$ cat src/rtl/fifo_expwidth.sv
// 2**DEPTH_P-deep FIFO built from two half-width storage slices driven by one
// shared pointer/count controller; the read word is registered (1-cycle latency).

module fifo_expwidth_slice #(
    parameter int W       = 16,
    parameter int DEPTH_P = 3
) (
    input  logic               clk,
    input  logic               reset,
    input  logic               wr_en,
    input  logic               rd_en,
    input  logic [DEPTH_P-1:0] wr_ptr,
    input  logic [DEPTH_P-1:0] rd_ptr,
    input  logic [W-1:0]       din,
    output logic [W-1:0]       dout
);
    localparam int DEPTH = 2 ** DEPTH_P;

    // Storage is never cleared; the shared count keeps stale entries unreachable.
    logic [W-1:0] mem [DEPTH];

    always_ff @(posedge clk) begin
        if (wr_en) begin
            mem[wr_ptr] <= din;
        end
    end

    always_ff @(posedge clk or negedge reset) begin
        if (!reset) begin
            dout <= '0;
        end else if (rd_en) begin
            dout <= mem[rd_ptr];
        end
    end
endmodule

module fifo_expwidth #(
    parameter int WIDTH   = 32,
    parameter int DEPTH_P = 3
) (
    input  logic               clk,
    input  logic               reset,
    input  logic [WIDTH-1:0]   data_in,
    input  logic               put,
    input  logic               get,
    output logic [WIDTH-1:0]   data_out,
    output logic [DEPTH_P:0]   fillcount,
    output logic               empty,
    output logic               full
);
    localparam int HALF = WIDTH / 2;
    localparam logic [DEPTH_P:0]   FULL_CNT = {1'b1, {DEPTH_P{1'b0}}};
    localparam logic [DEPTH_P-1:0] PTR_ONE  = DEPTH_P'(1);
    localparam logic [DEPTH_P:0]   CNT_ONE  = (DEPTH_P + 1)'(1);

    logic [DEPTH_P-1:0] wr_ptr;
    logic [DEPTH_P-1:0] rd_ptr;
    logic               wr_en;
    logic               rd_en;

    assign empty = (fillcount == '0);
    assign full  = (fillcount == FULL_CNT);

    // When full, a simultaneous read frees the slot being written (wr_ptr == rd_ptr);
    // the slice reads the old word before the write lands. No bypass when empty.
    assign rd_en = get && !empty;
    assign wr_en = put && (!full || rd_en);

    always_ff @(posedge clk or negedge reset) begin
        if (!reset) begin
            wr_ptr    <= '0;
            rd_ptr    <= '0;
            fillcount <= '0;
        end else begin
            if (wr_en) begin
                wr_ptr <= wr_ptr + PTR_ONE;
            end
            if (rd_en) begin
                rd_ptr <= rd_ptr + PTR_ONE;
            end
            case ({wr_en, rd_en})
                2'b10:   fillcount <= fillcount + CNT_ONE;
                2'b01:   fillcount <= fillcount - CNT_ONE;
                default: fillcount <= fillcount;
            endcase
        end
    end

    fifo_expwidth_slice #(.W(HALF), .DEPTH_P(DEPTH_P)) u_slice_lo (
        .clk    (clk),
        .reset  (reset),
        .wr_en  (wr_en),
        .rd_en  (rd_en),
        .wr_ptr (wr_ptr),
        .rd_ptr (rd_ptr),
        .din    (data_in[HALF-1:0]),
        .dout   (data_out[HALF-1:0])
    );

    fifo_expwidth_slice #(.W(WIDTH - HALF), .DEPTH_P(DEPTH_P)) u_slice_hi (
        .clk    (clk),
        .reset  (reset),
        .wr_en  (wr_en),
        .rd_en  (rd_en),
        .wr_ptr (wr_ptr),
        .rd_ptr (rd_ptr),
        .din    (data_in[WIDTH-1:HALF]),
        .dout   (data_out[WIDTH-1:HALF])
    );
endmodule

$ cat config.mk
export PLATFORM = sky130hd
export DESIGN_NAME = fifo_expwidth
export DESIGN_NICKNAME = d
export VERILOG_FILES = /design/src/rtl/fifo_expwidth.sv
export SDC_FILE = /design/constraint.sdc
export NUM_CORES = 1
export LEC_CHECK = 0
export ABC_AREA = 0
export BUFFER_PORTS_ARGS = -buffer_cell sky130_fd_sc_hd__buf_2
export CAP_MARGIN = 20
export CORE_ASPECT_RATIO = 1.1
export CORE_MARGIN = 2
export CORE_UTILIZATION = 42
export DETAILED_ROUTE_END_ITERATION = 12
export HOLD_SLACK_MARGIN = 0.1
export PLACE_DENSITY = 0.66
export SKIP_CTS_REPAIR_TIMING = 1
export SLEW_MARGIN = 20
export SYNTH_ARGS = -nofsm -noshare
export SYNTH_HDL_FRONTEND = slang
export SYNTH_SLANG_ARGS = --single-unit
$ cat constraint.sdc
create_clock -name clk -period 13.09 [get_ports clk]
set_input_delay 2.618 -clock clk [delete_from_list [all_inputs] [get_ports clk]]
set_output_delay 2.618 -clock clk [all_outputs]
set_load 0.005 [all_outputs]
==> results.py <==
metrics = {
    "setup_path": {
        "rr_startpoint": "fillcount[1]",
        "critical_path.max_stage_delay_ps": 600,
        "regToRegEndpoint": "fillcount[3]",
        "crit_path_cell_trace": "or4b_4, inv_1, buf_2",
        "startpoint_type": "register",
        "crit_path_end_kind": "output pin",
        "ff2ff_path_depth": 9,
        "worst_path_dominant_cell_family": "simple AND/OR/NAND/NOR gates",
        "crit_fanout": 6,
        "cpMaxStageDelayCell": "sky130_fd_sc_hd__or4b_4",
        "critPathArrivalTime_ps": 1750,
        "ff2ff_setup_slack_ps": 10280,
        "worstPathBufferInverterCount": 2,
        "required_ps": 10470,
        "worstSetupPathType": "register to output pin",
    },
    "clocking": {
        "clkTransAtPathRegs_ps": 60,
        "cts_buffer_depth": 3,
        "cts_sinks": 298,
        "clockRootBuffer": "sky130_fd_sc_hd__clkbuf_16",
        "ctsHtreeMaxLevel": 1,
        "cts_tree": "built",
        "clk_latency_ps": 530,
        "numCtsBuffers": 28,
    },
    "worst_hold_path": {
        "min-delay-path-class": "register to register",
        "timing.hold.worst_path_depth": 2,
        "worst_hold_endpoint": "u_slice_hi.dout[9]",
        "holdCritStartpoint": "u_slice_hi.dout[9]",
    },
    "global_route": {
        "maximum_number_of_pins_on_one_net_before_global_route_repair": 75,
        "antenna_found_initial": 3,
        "grt_remaining_overflow": 0,
        "grt_pass1_wl_um": 34400,
        "via_count_of_the_first_global_routing_pass": 6144,
        "grtUsageTotal_pct": 15.5,
    },
    "floorplanning": {
        "height_of_the_chip_um": 178,
        "die_width_um": 162,
        "start_util_pct": 42.7,
        "core_region_mm2": 0.0270,
        "die_area_mm2": 0.0287,
        "core.rowCount": 63,
        "pin_count": 74,
    },
    "sta": {
        "unrepaired_setup_endpoints_after_global_routing": "false",
        "timing.final.ws_setup_ps": 8720,
        "timing.final.max_slew_violations": 0,
        "worst_slew_pin_slew_ps": 1090,
        "timing.final.setup_violations": 0,
        "final_hold_fails": 0,
        "total_negative_setup_slacks_ps": 0,
        "max-slew-margin-rel_pct": 27.3,
        "timing.final.crit_share_pct": 33.4,
        "timing.final.crit_period_ps": 4370,
        "fin_worst_skew_ps": 8.58,
        "max_freq_mhz": 229,
    },
    "finish": {
        "nNetsFinal": 765,
        "layout_common_cells": "256 x sky130_fd_sc_hd__edfxtp_1, 72 x sky130_fd_sc_hd__buf_2, 65 x sky130_fd_sc_hd__mux2_2, 65 x sky130_fd_sc_hd__mux2i_1",
        "share_of_the_core_filled_with_cells_pct": 49.1,
        "fin_area_mm2": 0.0132,
        "mostFrequentLayoutCell": "sky130_fd_sc_hd__edfxtp_1",
        "fillers": 2224,
        "areaGrowthSynthToFinish_pct": 15.1,
        "post_route_cells_drive_above_1_share_pct": 28.4,
    },
    "detailed_routing": {
        "vias": 5776,
        "wirelength_um": 22300,
        "detail_route.iter0.violations": 369,
        "detailedRoute.firstPassIterationCount": 5,
        "viasPerCell": 5.22,
        "average_detailed_routed_wire_length_per_instance_um": 20.2,
        "drc": 0,
        "antenna_left": 0,
    },
    "logic_synthesis": {
        "synth_cell_type_count": 37,
        "synthesis.instances": 645,
        "yosysWarnings": 0,
        "ys_ff_latch": 298,
        "syn-num-nets": 686,
        "post_synth_instance_area_mm2": 0.0115,
        "synth.avg_cell_area_um2": 17.8,
        "yosysSeqAreaShare_pct": 76.0,
    },
    "job": {
        "total_of_max_cap_violations": 0,
    },
    "power": {
        "peakVddDrop_v": 0.000104,
        "p_leak_nw": 4.70,
        "total_power_w": 0.00291,
        "power_density_mw_per_mm2": 220,
    },
    "place": {
        "detailed_place_hpwl_um": 12300,
        "portBuffers": 73,
        "dp_worst_setup_slack_ps": 8280,
        "dpl_cell_area_mm2": 0.0123,
        "final_gp_congestion": 0.776,
    },
    "run_status": {
        "run_status": "complete, no violations",
    },
}
## state kept, by name, summed over array words and instances, names as in the netlist
register / cells
u_slice_lo.dout: 16
u_slice_hi.mem: 128
u_slice_hi.dout: 16
u_slice_lo.mem: 128
fillcount: 4
wr_ptr: 3
rd_ptr: 3
## report_power, final
| part | internal, W | switching [W] |
|---|---|---|
| clock | 0.000463 | 0.000325 |
| combinational | 0.000348 | 0.000451 |
| sequential | 0.00122 | 0.000102 |
## cell families after synthesis
group / synth area share [%]
AO/OA/AOI/OAI: 6.64
XOR/XNOR: 0.609
adder cells (fa/ha/maj): 0.609
buffers and inverters: 1.71
flip-flops: 76.0
multiplexers: 12.1
AND/OR/NAND/NOR: 2.35
## cells in the mapped netlist
cell,number,area (um2)
sky130_fd_sc_hd__or2_2,1,6.26
sky130_fd_sc_hd__mux2i_1,65,651
sky130_fd_sc_hd__a221o_1,8,80.1
sky130_fd_sc_hd__nor4b_1,1,8.76
sky130_fd_sc_hd__a311oi_2,1,15.0
sky130_fd_sc_hd__a2bb2oi_2,1,15.0
sky130_fd_sc_hd__nor3_1,3,15.0
sky130_fd_sc_hd__or4b_4,1,13.8
sky130_fd_sc_hd__nor2b_1,1,6.26
sky130_fd_sc_hd__dfrtp_1,42,1050
sky130_fd_sc_hd__nor4_1,1,6.26
sky130_fd_sc_hd__o22ai_1,8,50.1
sky130_fd_sc_hd__mux2_2,65,732
sky130_fd_sc_hd__o21a_4,1,15.0
sky130_fd_sc_hd__nand2b_1,1,6.26
sky130_fd_sc_hd__o21ai_1,32,160
sky130_fd_sc_hd__xnor2_1,6,52.6
sky130_fd_sc_hd__nand3_1,1,5.00
sky130_fd_sc_hd__buf_2,13,65.1
sky130_fd_sc_hd__ha_1,4,50.1
sky130_fd_sc_hd__o221ai_1,24,210
sky130_fd_sc_hd__nor3b_1,2,15.0
sky130_fd_sc_hd__fa_1,1,20.0
sky130_fd_sc_hd__mux2_1,1,11.3
sky130_fd_sc_hd__o21ai_2,1,8.76
sky130_fd_sc_hd__inv_1,5,18.8
sky130_fd_sc_hd__or3_4,1,11.3
sky130_fd_sc_hd__xor2_1,2,17.5
sky130_fd_sc_hd__edfxtp_1,256,7690
sky130_fd_sc_hd__nor2_1,6,22.5
sky130_fd_sc_hd__a21boi_1,1,7.51
sky130_fd_sc_hd__nand2_1,41,154
sky130_fd_sc_hd__clkbuf_1,14,52.6
sky130_fd_sc_hd__buf_4,8,60.1
sky130_fd_sc_hd__a21oi_1,1,5.00
sky130_fd_sc_hd__o41ai_2,1,16.3
sky130_fd_sc_hd__a22oi_1,24,180
## tightest hold or removal path, cell delays in order (launching register included)
cell and delay, ps:
sky130_fd_sc_hd__dfrtp_1 340, sky130_fd_sc_hd__nand2_1 50, sky130_fd_sc_hd__o21ai_1 60
## stage by stage
| step | std cells | hold WS (ps) |
|---|---|---|
| 6_report | 1106 | 480 |
| 5_1_grt | 1105 | 513 |
| 4_1_cts | 1102 | 483 |
| 3_5_place_dp | 1050 | 470 |
| 3_3_place_gp | 1050 | 467 |
| 2_1_floorplan | 645 | 478 |
## worst max path at each step
stage,from,to,slack [ps],depth (start not counted)
6_report,fillcount[1],full,8720,3
5_1_grt,get,fillcount[3],8640,10
4_1_cts,fillcount[1],full,8690,3
3_5_place_dp,get,fillcount[3],8280,10
3_3_place_gp,get,fillcount[3],8380,10
2_1_floorplan,get,u_slice_hi.mem[2][0],6480,2
## area by class of cell
type / count / area [um2] / share of cell area [%]
sequential: 298 / 8740 / 66.0
clock inverter: 11 / 110 / 0.832
inverter: 5 / 18.8 / 0.142
clock buffer: 41 / 801 / 6.05
multi-input combinational: 307 / 2640 / 20.0
antenna: 3 / 7.51 / 0.0567
tap: 357 / 447 / 3.37
timing repair buffer: 84 / 470 / 3.55
## routing by layer
metal,wire [um],global-route usage [%]
met2,11400,27.6
met1,9670,19.9
met4,359,4.24
met3,848,2.06
met5,0,0
Power figures use the tool's default switching activity.
